`src/rtl/dmem_arbiter.sv`:
```
// rtl/dmem_arbiter.sv - two-master round-robin arbiter for the single-port data memory
// Winner is picked combinationally each cycle; done/rdata return one cycle after the grant.
module dmem_arbiter #(
  parameter int AW       = 7,
  parameter int DW       = 32,
  parameter int MAX_HOLD = 4
) (
  input  logic          clk,
  input  logic          rst,
  input  logic          m0_req,
  input  logic          m0_we,
  input  logic          m0_lock,
  input  logic [AW-1:0] m0_addr,
  input  logic [DW-1:0] m0_wdata,
  output logic          m0_gnt,
  output logic          m0_done,
  output logic [DW-1:0] m0_rdata,
  input  logic          m1_req,
  input  logic          m1_we,
  input  logic          m1_lock,
  input  logic [AW-1:0] m1_addr,
  input  logic [DW-1:0] m1_wdata,
  output logic          m1_gnt,
  output logic          m1_done,
  output logic [DW-1:0] m1_rdata,
  output logic          mem_we,
  output logic [AW-1:0] mem_addr,
  output logic [DW-1:0] mem_wdata,
  input  logic [DW-1:0] mem_rdata
);

  localparam int HW = (MAX_HOLD > 1) ? $clog2(MAX_HOLD) : 1;
  localparam logic [HW-1:0] HOLD_MAX = HW'(MAX_HOLD - 1);

  typedef enum logic [1:0] {IDLE, OWN0, OWN1} state_t;

  state_t        state_q, state_d;
  logic          last_q, last_d;
  logic [HW-1:0] hold_q, hold_d;
  logic          m0_done_q, m0_done_d;
  logic          m1_done_q, m1_done_d;
  logic [DW-1:0] m0_rdata_q, m0_rdata_d;
  logic [DW-1:0] m1_rdata_q, m1_rdata_d;

  logic win_valid;
  logic win;
  logic win_lock;
  logic other_req;
  logic same_owner;

  always_comb begin
    win_valid = 1'b0;
    win       = 1'b0;
    if (!rst) begin
      if (m0_req && m1_req) begin
        win_valid = 1'b1;
        // a locked owner keeps the bus until its hold budget runs out
        if (state_q == OWN0 && m0_lock && hold_q < HOLD_MAX) begin
          win = 1'b0;
        end else if (state_q == OWN1 && m1_lock && hold_q < HOLD_MAX) begin
          win = 1'b1;
        end else begin
          win = ~last_q;
        end
      end else if (m0_req) begin
        win_valid = 1'b1;
        win       = 1'b0;
      end else if (m1_req) begin
        win_valid = 1'b1;
        win       = 1'b1;
      end
    end

    m0_gnt    = win_valid && !win;
    m1_gnt    = win_valid && win;
    mem_we    = 1'b0;
    mem_addr  = '0;
    mem_wdata = '0;
    if (m0_gnt) begin
      mem_we    = m0_we;
      mem_addr  = m0_addr;
      mem_wdata = m0_wdata;
    end else if (m1_gnt) begin
      mem_we    = m1_we;
      mem_addr  = m1_addr;
      mem_wdata = m1_wdata;
    end

    win_lock   = win ? m1_lock : m0_lock;
    other_req  = win ? m0_req : m1_req;
    same_owner = (state_q == OWN1 && win) || (state_q == OWN0 && !win);

    state_d = !win_valid ? IDLE : (win ? OWN1 : OWN0);
    last_d  = win_valid ? win : last_q;

    hold_d = '0;
    if (win_valid && same_owner && other_req && win_lock) begin
      hold_d = (hold_q < HOLD_MAX) ? hold_q + HW'(1) : HOLD_MAX;
    end

    m0_done_d  = m0_gnt;
    m1_done_d  = m1_gnt;
    m0_rdata_d = (m0_gnt && !m0_we) ? mem_rdata : m0_rdata_q;
    m1_rdata_d = (m1_gnt && !m1_we) ? mem_rdata : m1_rdata_q;
  end

  always_ff @(posedge clk) begin
    if (rst) begin
      state_q    <= IDLE;
      last_q     <= 1'b1;
      hold_q     <= '0;
      m0_done_q  <= 1'b0;
      m1_done_q  <= 1'b0;
      m0_rdata_q <= '0;
      m1_rdata_q <= '0;
    end else begin
      state_q    <= state_d;
      last_q     <= last_d;
      hold_q     <= hold_d;
      m0_done_q  <= m0_done_d;
      m1_done_q  <= m1_done_d;
      m0_rdata_q <= m0_rdata_d;
      m1_rdata_q <= m1_rdata_d;
    end
  end

  assign m0_done  = m0_done_q;
  assign m1_done  = m1_done_q;
  assign m0_rdata = m0_rdata_q;
  assign m1_rdata = m1_rdata_q;

endmodule

```
`config.mk`:
```
export PLATFORM = sky130hd
export DESIGN_NAME = dmem_arbiter
export DESIGN_NICKNAME = d
export VERILOG_FILES = /design/src/rtl/dmem_arbiter.sv
export SDC_FILE = /design/constraint.sdc
export NUM_CORES = 1
export LEC_CHECK = 0
export CAP_MARGIN = 15
export CORE_MARGIN = 5
export CORE_UTILIZATION = 55
export CTS_CLUSTER_SIZE = 14
export DETAILED_ROUTE_END_ITERATION = 8
export DONT_BUFFER_PORTS = 1
export GPL_TIMING_DRIVEN = 0
export PLACE_DENSITY = 0.71
export SLEW_MARGIN = 0
export SYNTH_ARGS = -nofsm -noshare
export SYNTH_HDL_FRONTEND = slang
export SYNTH_SLANG_ARGS = --single-unit
```
`constraint.sdc`:
```
create_clock -name clk -period 1.72 [get_ports clk]
set_input_delay 0.172 -clock clk [delete_from_list [all_inputs] [get_ports clk]]
set_output_delay 0.172 -clock clk [all_outputs]
set_load 0.03 [all_outputs]
```
Yosys cells after proc, flatten, opt, wreduce, memory -nomap -nowiden

Cells that the tools add are included.

Reduce and logical (&&, ||, !) cells: 20
Bitwise gates (word level): 3
Add/sub/neg operators: 1
Equal/unequal tests: 2
Mux-type cells: 19
Magnitude comparators: 1

Operators with widths:

| cell                                                 | count |
|---|---|
| 2-to-1 mux 32 bit                                    | 2 |
| logical AND 1 bit                                    | 14 |
| 2-to-1 mux 7 bit                                     | 2 |
| 2-to-1 mux 1 bit                                     | 13 |
| 2-to-1 mux 2 bit                                     | 2 |
| OR reduction 2 bit                                   | 2 |
| zero test 1 bit                                      | 3 |
| inverter 1 bit                                       | 3 |
| adder 2 x 1 -> 2 bit (second input constant)         | 1 |
| equality test 2 x 1 -> 1 bit (second input constant) | 1 |
| equality test 2 bit (second input constant)          | 1 |
| less-than comparator 2 bit (second input constant)   | 1 |
| logical OR 1 bit                                     | 1 |

Logic and storage cells: 53
Output and inout bits: 108
Bits of input ports: 118
Register bits: 71

Logic depth before layout (Yosys ltp)

Gate-level depths: netlist of the first run.

Depth after elaboration: 15
Depth in mapped cells: 5
Depth with buffers taken out: 4

Worst setup path before layout of the first run

No wires, ideal clock.

Kind: register to output
From: register hold_q[1]
To: output port mem_we
Data arrival time: 1.829 ns
Data required time: 1.548 ns
Stages on the path, launching flop included: 6
Slack: -0.281 ns
Buffers on the path: 1
Cell sequence: dfxtp_1 and2_4 o311ai_4 nor3_4 buf_6 nor3b_1

Word-level cells in the longest chain between the ends: 9
Elaborated cells on any way between the ends: 12
Classes of those cells: order compare: 1; mux: 6; reduce/logical: 5

Ends and longest elaborated chain:

| item                                                         | RTL line | source |
|---|---|---|
| start: declaration                                           | 39       | `logic [HW-1:0] hold_q, hold_d;` |
| start signal: assignment                                     | 119      | `hold_q <= hold_d;` |
| less-than comparator 2 bit (*)                               | 58, 60   |  |
| logical AND 1 bit                                            | 60       | `end else if (state_q == OWN1 && m1_lock && hold_q < HOLD_MAX) begin` |
| 2-to-1 mux 1 bit                                             | 60       |  |
| 2-to-1 mux 1 bit (*)                                         | 58       | `if (state_q == OWN0 && m0_lock && hold_q < HOLD_MAX) begin` |
| 2-to-1 mux 1 bit (*)                                         | 55       | `if (m0_req && m1_req) begin` |
| 2-to-1 mux 1 bit (*)                                         | 54       | `if (!rst) begin` |
| logical AND 1 bit / zero test 1 bit (equally long branches)  | 75, 74   |  |
| 2-to-1 mux 1 bit / logical AND 1 bit (equally long branches) | 83, 74   |  |
| 2-to-1 mux 1 bit (*)                                         | 79       | `if (m0_gnt) begin` |
| end: declaration                                             | 26       | `output logic mem_we,` |

Mark *: on every way between the ends. The rest lies on a longest branch, timed or not.

Worst setup path after layout of the first run

From: register hold_q[0]
To: output port mem_we

Same word-level chain as after synthesis.

==> results.py, run 1 <==
metrics = {
    "outcome": {
        "status": "finished with violations",
        "violations": "negative setup slack",
    },
    "finish": {
        "layout.nets": 486,
        "fin_area_mm2": 0.005115,
        "final_cell_mix": "dfxtp_1, nor2b_1, mux2_4",
        "post-route-util": 0.8690,
        "layout_commonest_cell": "dfxtp_1",
        "n_fill_cell": 254,
        "areaGrowthSynthToFinish_pct": 55.14,
        "drive_above_1_share": 0.4772,
        "diodes": 0,
    },
    "worst_setup_path": {
        "cp.depth": 6,
        "reg2regPathDepth": 7,
        "cp_cell_sequence": "and2_4 -> o311ai_4 -> buf_6 -> buf_4 -> o21bai_1 -> nor3b_4",
        "cp_slowest_cell": "nor3b_4",
        "critPathMaxStageDelay_ns": 0.43,
        "crit_arrival_ns": 1.90,
        "path_class": "flip-flop to primary output",
        "critPathLaunchType": "flip-flop",
        "required_ns": 1.55,
        "worstPathMaxFanout": 4,
        "crit_family": "simple AND/OR/NAND/NOR gates",
        "critPathCaptureType": "primary output",
        "path_buf_inv": 2,
    },
    "global_route": {
        "antenna_found_initial": 0,
        "grt_start_max_net_pins": 14,
        "grt_usage": 0.2822,
        "grt_pass1_wl_um": 16160,
        "grt_pass1_vias": 2797,
        "overflow": 0,
    },
    "pwr": {
        "p_clk_frac": 0.343,
        "total_power_w": 0.004395,
        "p_sw_frac": 0.3014,
        "net-switching-power_w": 0.001325,
        "power_frac_seq": 0.446,
        "p_per_area_mw_per_mm2": 859.2,
        "p_comb_frac": 0.210,
        "power_leakage_nw": 2.196,
        "intPower_w": 0.003070,
        "ir_drop_v": 0.0007952,
    },
    "routing": {
        "drt-pass1-iter-count": 4,
        "drc": 0,
        "finalWirelength_um": 12950,
        "ant_nets": 0,
        "drt_iter0_markers": 136,
        "vias_per_cell": 6.261,
        "routedWlPerCell_um": 28.90,
        "vias": 2805,
    },
    "placed_design": {
        "place_congestion": 0.7426,
        "io_buffers": 0,
        "hpwl_um": 7374,
        "place_area_mm2": 0.003432,
    },
    "clocking": {
        "clockBufferDepth": 2,
        "clk_pin_slew_worst_paths_ns": 0.07,
        "cts.sinks": 71,
        "cts_made_buffers": 9,
        "cts.htree.levels": 3,
        "cts-root-buf": "clkbuf_8",
        "cts_tree": "built",
        "insertion_delay_ns": 0.34,
    },
    "yosys": {
        "syn_nets": 410,
        "synth.avg_cell_area_um2": 11.29,
        "synth_seq_cells": 71,
        "ys_warn_count": 0,
        "syn-cell-area_mm2": 0.003297,
        "ys_seq_area_frac": 0.4311,
        "yosysUniqueCellTypes": 27,
        "synthCells": 292,
    },
    "min_path": {
        "hold_class": "input pin to flip-flop",
        "hold_depth": 2,
    },
    "timing": {
        "worst_slack_ns": -0.3540,
        "worst_pin_slew_ns": 0.5308,
        "max_freq_mhz": 482.2,
        "finalHoldViolations": 0,
        "tns_ns": -23.33,
        "drv_slew": 0,
        "relSlewSlack": 0.6461,
        "rsz0062_at_grt": "yes",
        "period_share": 1.206,
        "post-route-min-period_ns": 2.074,
        "setup_viol": 106,
        "finalClockSkew_ns": 0.008423,
    },
    "floorplan": {
        "die_w_um": 87.43,
        "rows": 28,
        "ios": 226,
        "start_util": 0.5602,
        "dieArea_mm2": 0.007643,
        "coreArea_mm2": 0.005886,
        "die_y_um": 87.43,
    },
    "job": {
        "maxCapViolCount": 0,
    },
}
[cells in the mapped netlist, drive strengths merged]
| cell | n | area (um^2) |
|---|---|---|
| a2111oi | 1 | 8.760 |
| a21oi | 4 | 20.02 |
| a22o | 39 | 341.6 |
| a311oi | 1 | 26.28 |
| a31oi | 3 | 18.77 |
| and2 | 1 | 8.760 |
| buf | 11 | 92.58 |
| clkbuf | 10 | 37.54 |
| dfxtp | 71 | 1421 |
| inv | 2 | 7.510 |
| mux2 | 64 | 720.7 |
| mux2i | 1 | 10.01 |
| nand2 | 2 | 7.510 |
| nand2b | 1 | 13.76 |
| nand3 | 1 | 5.000 |
| nand3b | 2 | 40.04 |
| nor2 | 6 | 22.52 |
| nor2b | 64 | 400.4 |
| nor3 | 1 | 16.27 |
| nor3b | 1 | 7.510 |
| o211a | 1 | 17.52 |
| o21ai | 3 | 18.77 |
| o21bai | 1 | 7.510 |
| o311ai | 1 | 26.28 |
[power by group through the flow]
stage	registers (W)	logic, W	clock network [W]
floorplan	0.00197	0.000460	0
global placement	0.00199	0.000526	0
detailed placement	0.00199	0.000534	0
CTS	0.00196	0.000821	0.00153
global route	0.00197	0.000957	0.00160
finish	0.00196	0.000925	0.00151
[worst paths after layout]
path / start / end / slack [ns]
setup reg to reg: state_q[1]$_SDFF_PP0_ / m0_rdata[6]$_SDFFE_PP0P_ / -0.25
hold / removal: m1_req / last_q$_SDFFE_PP1P_ / 0.03
hold reg to reg: hold_q[0]$_SDFF_PP0_ / hold_q[1]$_SDFF_PP0_ / 0.56
setup / recovery: hold_q[0]$_SDFF_PP0_ / mem_we / -0.35
[what timing repair did]
action	CTS	global route
setup buffers	18	11
hold buffers	34	0
pin swaps	8	8
gates resized for setup	136	31
endpoints found under the hold margin	67	0
setup endpoints to repair	103	106
cloned	2	4
[metrics by stage]
| step | cells | setup slack, ns | hold slack (ns) |
|---|---|---|---|
| 2_1_floorplan | 292 | 0.007640 | 0.2800 |
| 3_3_place_gp | 367 | -0.2183 | 0.2901 |
| 3_5_place_dp | 367 | -0.2364 | 0.2865 |
| 6_report | 448 | -0.3540 | 0.02766 |
| 4_1_cts | 436 | -0.2930 | 0.02896 |
| 5_1_grt | 448 | -0.4573 | 0.004915 |
[metal layers]
metal,wire (um),part of all wire,GRT usage
met1,4733,0.37,0.3295
met2,6308,0.49,0.4432
met3,1630,0.13,0.1646
met4,274,0.021,0.07113
met5,0,0,0
[kinds of logic after synthesis]
| family | count (synthesis) | synth area share |
|---|---|---|
| and+or+nand+nor | 79 | 0.1583 |
| muxes | 65 | 0.2216 |
| AOI/OAI and AO/OA | 54 | 0.1473 |
| buffers and inverters | 23 | 0.04175 |
| DFF | 71 | 0.4311 |
[final cells by class]
class | instances | area, um^2 | area share
multi-input cells | 198 | 2327 | 0.4550
flip-flops and latches | 71 | 1426 | 0.2789
repair buffers | 65 | 762.0 | 0.1490
plain buffers | 21 | 267.8 | 0.05235
clock buffers | 10 | 137.6 | 0.02691
well taps | 75 | 93.84 | 0.01835
clock inverters | 6 | 92.59 | 0.01810
inverters | 2 | 7.507 | 0.001468
[registers in the layout, indices dropped and copies added (netlist names)]
name      flops
m1_rdata     32
m1_done       1
m0_rdata     32
m0_done       1
state_q       2
hold_q        2
last_q        1
Power figures use the tool's default switching activity.
==> run 2, diff against run 1 <==
--- a/config.mk
+++ b/config.mk
@@ -13,4 +13,5 @@
 export DONT_BUFFER_PORTS = 1
 export GPL_TIMING_DRIVEN = 0
+export HOLD_SLACK_MARGIN = 0.08
 export PLACE_DENSITY = 0.71
 export SLEW_MARGIN = 0
==> constraint.sdc (replaced) <==
create_clock -name clk -period 1.72 [get_ports clk]
set_input_delay 0.172 -clock clk [delete_from_list [all_inputs] [get_ports clk]]
set_output_delay 0.172 -clock clk [all_outputs]
set_load 0.1 [all_outputs]
==> run 2 against run 1 <==
Compared with the run above:
- register-to-register slack worse by 0.03 ns
- final cell count up 2.7%
- clock power about the same
- highest routed layer unchanged
- clock skew grew 0.0049 ns
- utilization is 1.1 points higher
- maximum frequency decreased by 16%
- hold slack improved by 0.078 ns
- via count rose by 0.36%
- critical endpoint unchanged
- combinational power is 43% higher
- non-clock buffer count up 12
- global-route usage increased by 1.4 points
- die area did not move
- the flow still finishes with violations (negative setup slack)
==> results.py, run 2 (synthesized netlist as in run 1, its figures left out) <==
metrics = {
    "outcome": {
        "status": "finished with violations",
        "violations": "negative setup slack",
    },
    "global_route": {
        "grt_pass1_wl_um": 16640,
        "grt_start_max_net_pins": 14,
        "overflow": 0,
        "grt_usage": 0.2961,
        "grt_pass1_vias": 2822,
        "antenna_found_initial": 0,
    },
    "timing": {
        "worst_pin_slew_ns": 1.111,
        "setup_viol": 105,
        "drv_slew": 0,
        "period_share": 1.442,
        "worst_slack_ns": -0.7601,
        "finalHoldViolations": 0,
        "max_freq_mhz": 403.2,
        "whs_ns": 0.1053,
        "finalClockSkew_ns": 0.01335,
        "relSlewSlack": 0.2586,
        "rsz0062_at_grt": "yes",
        "post-route-min-period_ns": 2.480,
    },
    "routing": {
        "drt_iter0_markers": 137,
        "drc": 0,
        "vias": 2815,
        "finalWirelength_um": 12910,
        "drt-pass1-iter-count": 4,
        "routedWlPerCell_um": 28.06,
        "ant_nets": 0,
        "vias_per_cell": 6.120,
    },
    "finish": {
        "fin_cells": 460,
        "layout_commonest_cell": "dfxtp_1",
        "areaGrowthSynthToFinish_pct": 57.15,
        "final_cell_mix": "dfxtp_1, nor2b_1, a22o_4",
        "diodes": 0,
        "drive_above_1_share": 0.4883,
        "layout.nets": 498,
        "n_fill_cell": 279,
    },
    "clocking": {
        "cts-root-buf": "clkbuf_8",
        "cts.htree.levels": 3,
        "clockBufferDepth": 2,
        "cts_made_buffers": 9,
        "cts.sinks": 71,
        "cts_tree": "built",
        "clk_pin_slew_worst_paths_ns": 0.08,
        "insertion_delay_ns": 0.35,
    },
    "min_path": {
        "hold_depth": 2,
        "worstHoldStart": "m0_req",
        "hold_path_end": "state_q[1]$_SDFF_PP0_",
        "hold_class": "input pin to flip-flop",
    },
    "worst_setup_path": {
        "cp_cell_sequence": "and2_4 -> o311ai_4 -> nor3_4 -> buf_6 -> nor3b_4",
        "critPathLaunchType": "flip-flop",
        "crit_arrival_ns": 2.31,
        "path_buf_inv": 1,
        "required_ns": 1.55,
        "r2r_setup_slack_ns": -0.28,
        "critPathCaptureType": "primary output",
        "worstPathMaxFanout": 4,
        "crit_family": "simple AND/OR/NAND/NOR gates",
        "reg2regPathDepth": 10,
        "r2r-start": "state_q[1]$_SDFF_PP0_",
        "path_class": "flip-flop to primary output",
        "r2r-end": "m0_rdata[19]$_SDFFE_PP0P_",
        "cp_slowest_cell": "nor3b_4",
        "critPathMaxStageDelay_ns": 0.88,
    },
    "pwr": {
        "power_leakage_nw": 2.251,
        "p_per_area_mw_per_mm2": 1012,
        "power_frac_seq": 0.456,
        "intPower_w": 0.003092,
        "net-switching-power_w": 0.002153,
        "p_clk_frac": 0.292,
        "p_comb_frac": 0.252,
        "ir_drop_v": 0.0007460,
        "p_sw_frac": 0.4105,
    },
    "floorplan": {
        "dieArea_mm2": 0.007643,
        "start_util": 0.5602,
        "ios": 226,
        "rows": 28,
        "coreArea_mm2": 0.005886,
        "die_w_um": 87.43,
        "die_y_um": 87.43,
    },
    "placed_design": {
        "hpwl_um": 7945,
        "dp_cells": 367,
        "place_congestion": 0.7796,
        "io_buffers": 0,
    },
    "job": {
        "maxCapViolCount": 0,
    },
}
-- run 2: power by group through the flow --
stage	combinational [W]	sequential (W)	clock, W
floorplan	0.000911	0.00240	0
global placement	0.000978	0.00242	0
detailed placement	0.000988	0.00242	0
CTS	0.00124	0.00239	0.00154
global route	0.00136	0.00240	0.00162
finish	0.00132	0.00239	0.00153
-- run 2: final cells by class --
class | instances | area [um^2] | area share
multi-input combinational | 198 | 2250 | 0.4342
sequential | 71 | 1426 | 0.2753
clock inverter | 6 | 91.34 | 0.01763
timing repair buffer | 77 | 938.4 | 0.1811
buffer | 21 | 236.5 | 0.04564
clock buffer | 10 | 137.6 | 0.02656
inverter | 2 | 7.507 | 0.001449
tap | 75 | 93.84 | 0.01811
-- run 2: worst max path at each step --
stage | from | end | slack [ns] | depth (start not counted)
floorplan | hold_q[1]$_SDFF_PP0_ | mem_we | -0.38 | 5
global placement | hold_q[1]$_SDFF_PP0_ | mem_we | -0.51 | 5
detailed placement | hold_q[1]$_SDFF_PP0_ | mem_we | -0.52 | 5
CTS | state_q[1]$_SDFF_PP0_ | mem_we | -0.74 | 5
global route | state_q[1]$_SDFF_PP0_ | mem_we | -0.85 | 5
finish | hold_q[0]$_SDFF_PP0_ | mem_we | -0.76 | 5
-- run 2: per-stage QoR --
stage | total power [W] | setup slack (ns) | setup TNS, ns | instance area, um^2 | util
finish | 0.005246 | -0.7601 | -34.63 | 5181 | 0.8803
global route | 0.005373 | -0.8550 | -40.72 | 5181 | 0.8803
CTS | 0.005163 | -0.7367 | -27.73 | 4927 | 0.8372
detailed placement | 0.003410 | -0.5192 | -19.99 | 3690 | 0.6269
global placement | 0.003399 | -0.5147 | -19.47 | 3690 | 0.6269
floorplan | 0.003308 | -0.3796 | -3.113 | 3596 | -
-- run 2: timing repair --
item	4_1_cts	5_1_grt
gates cloned	9	3
buffers inserted	23	7
hold buffers	36	0
resized for setup	58	42
pin swaps	32	16
endpoints found under the setup margin	101	107
endpoints found under the hold margin	69	0
-- run 2: layer usage --
metal | GRT usage | vias to the layer above | routed length (um) | share of wire
met4 | 0.1255 | 0 | 465 | 0.036
li1 | - | 1227 | - | -
met5 | 0 | - | 0 | 0
met1 | 0.3380 | 1369 | 4593 | 0.36
met2 | 0.4897 | 183 | 6490 | 0.50
met3 | 0.1164 | 36 | 1361 | 0.11
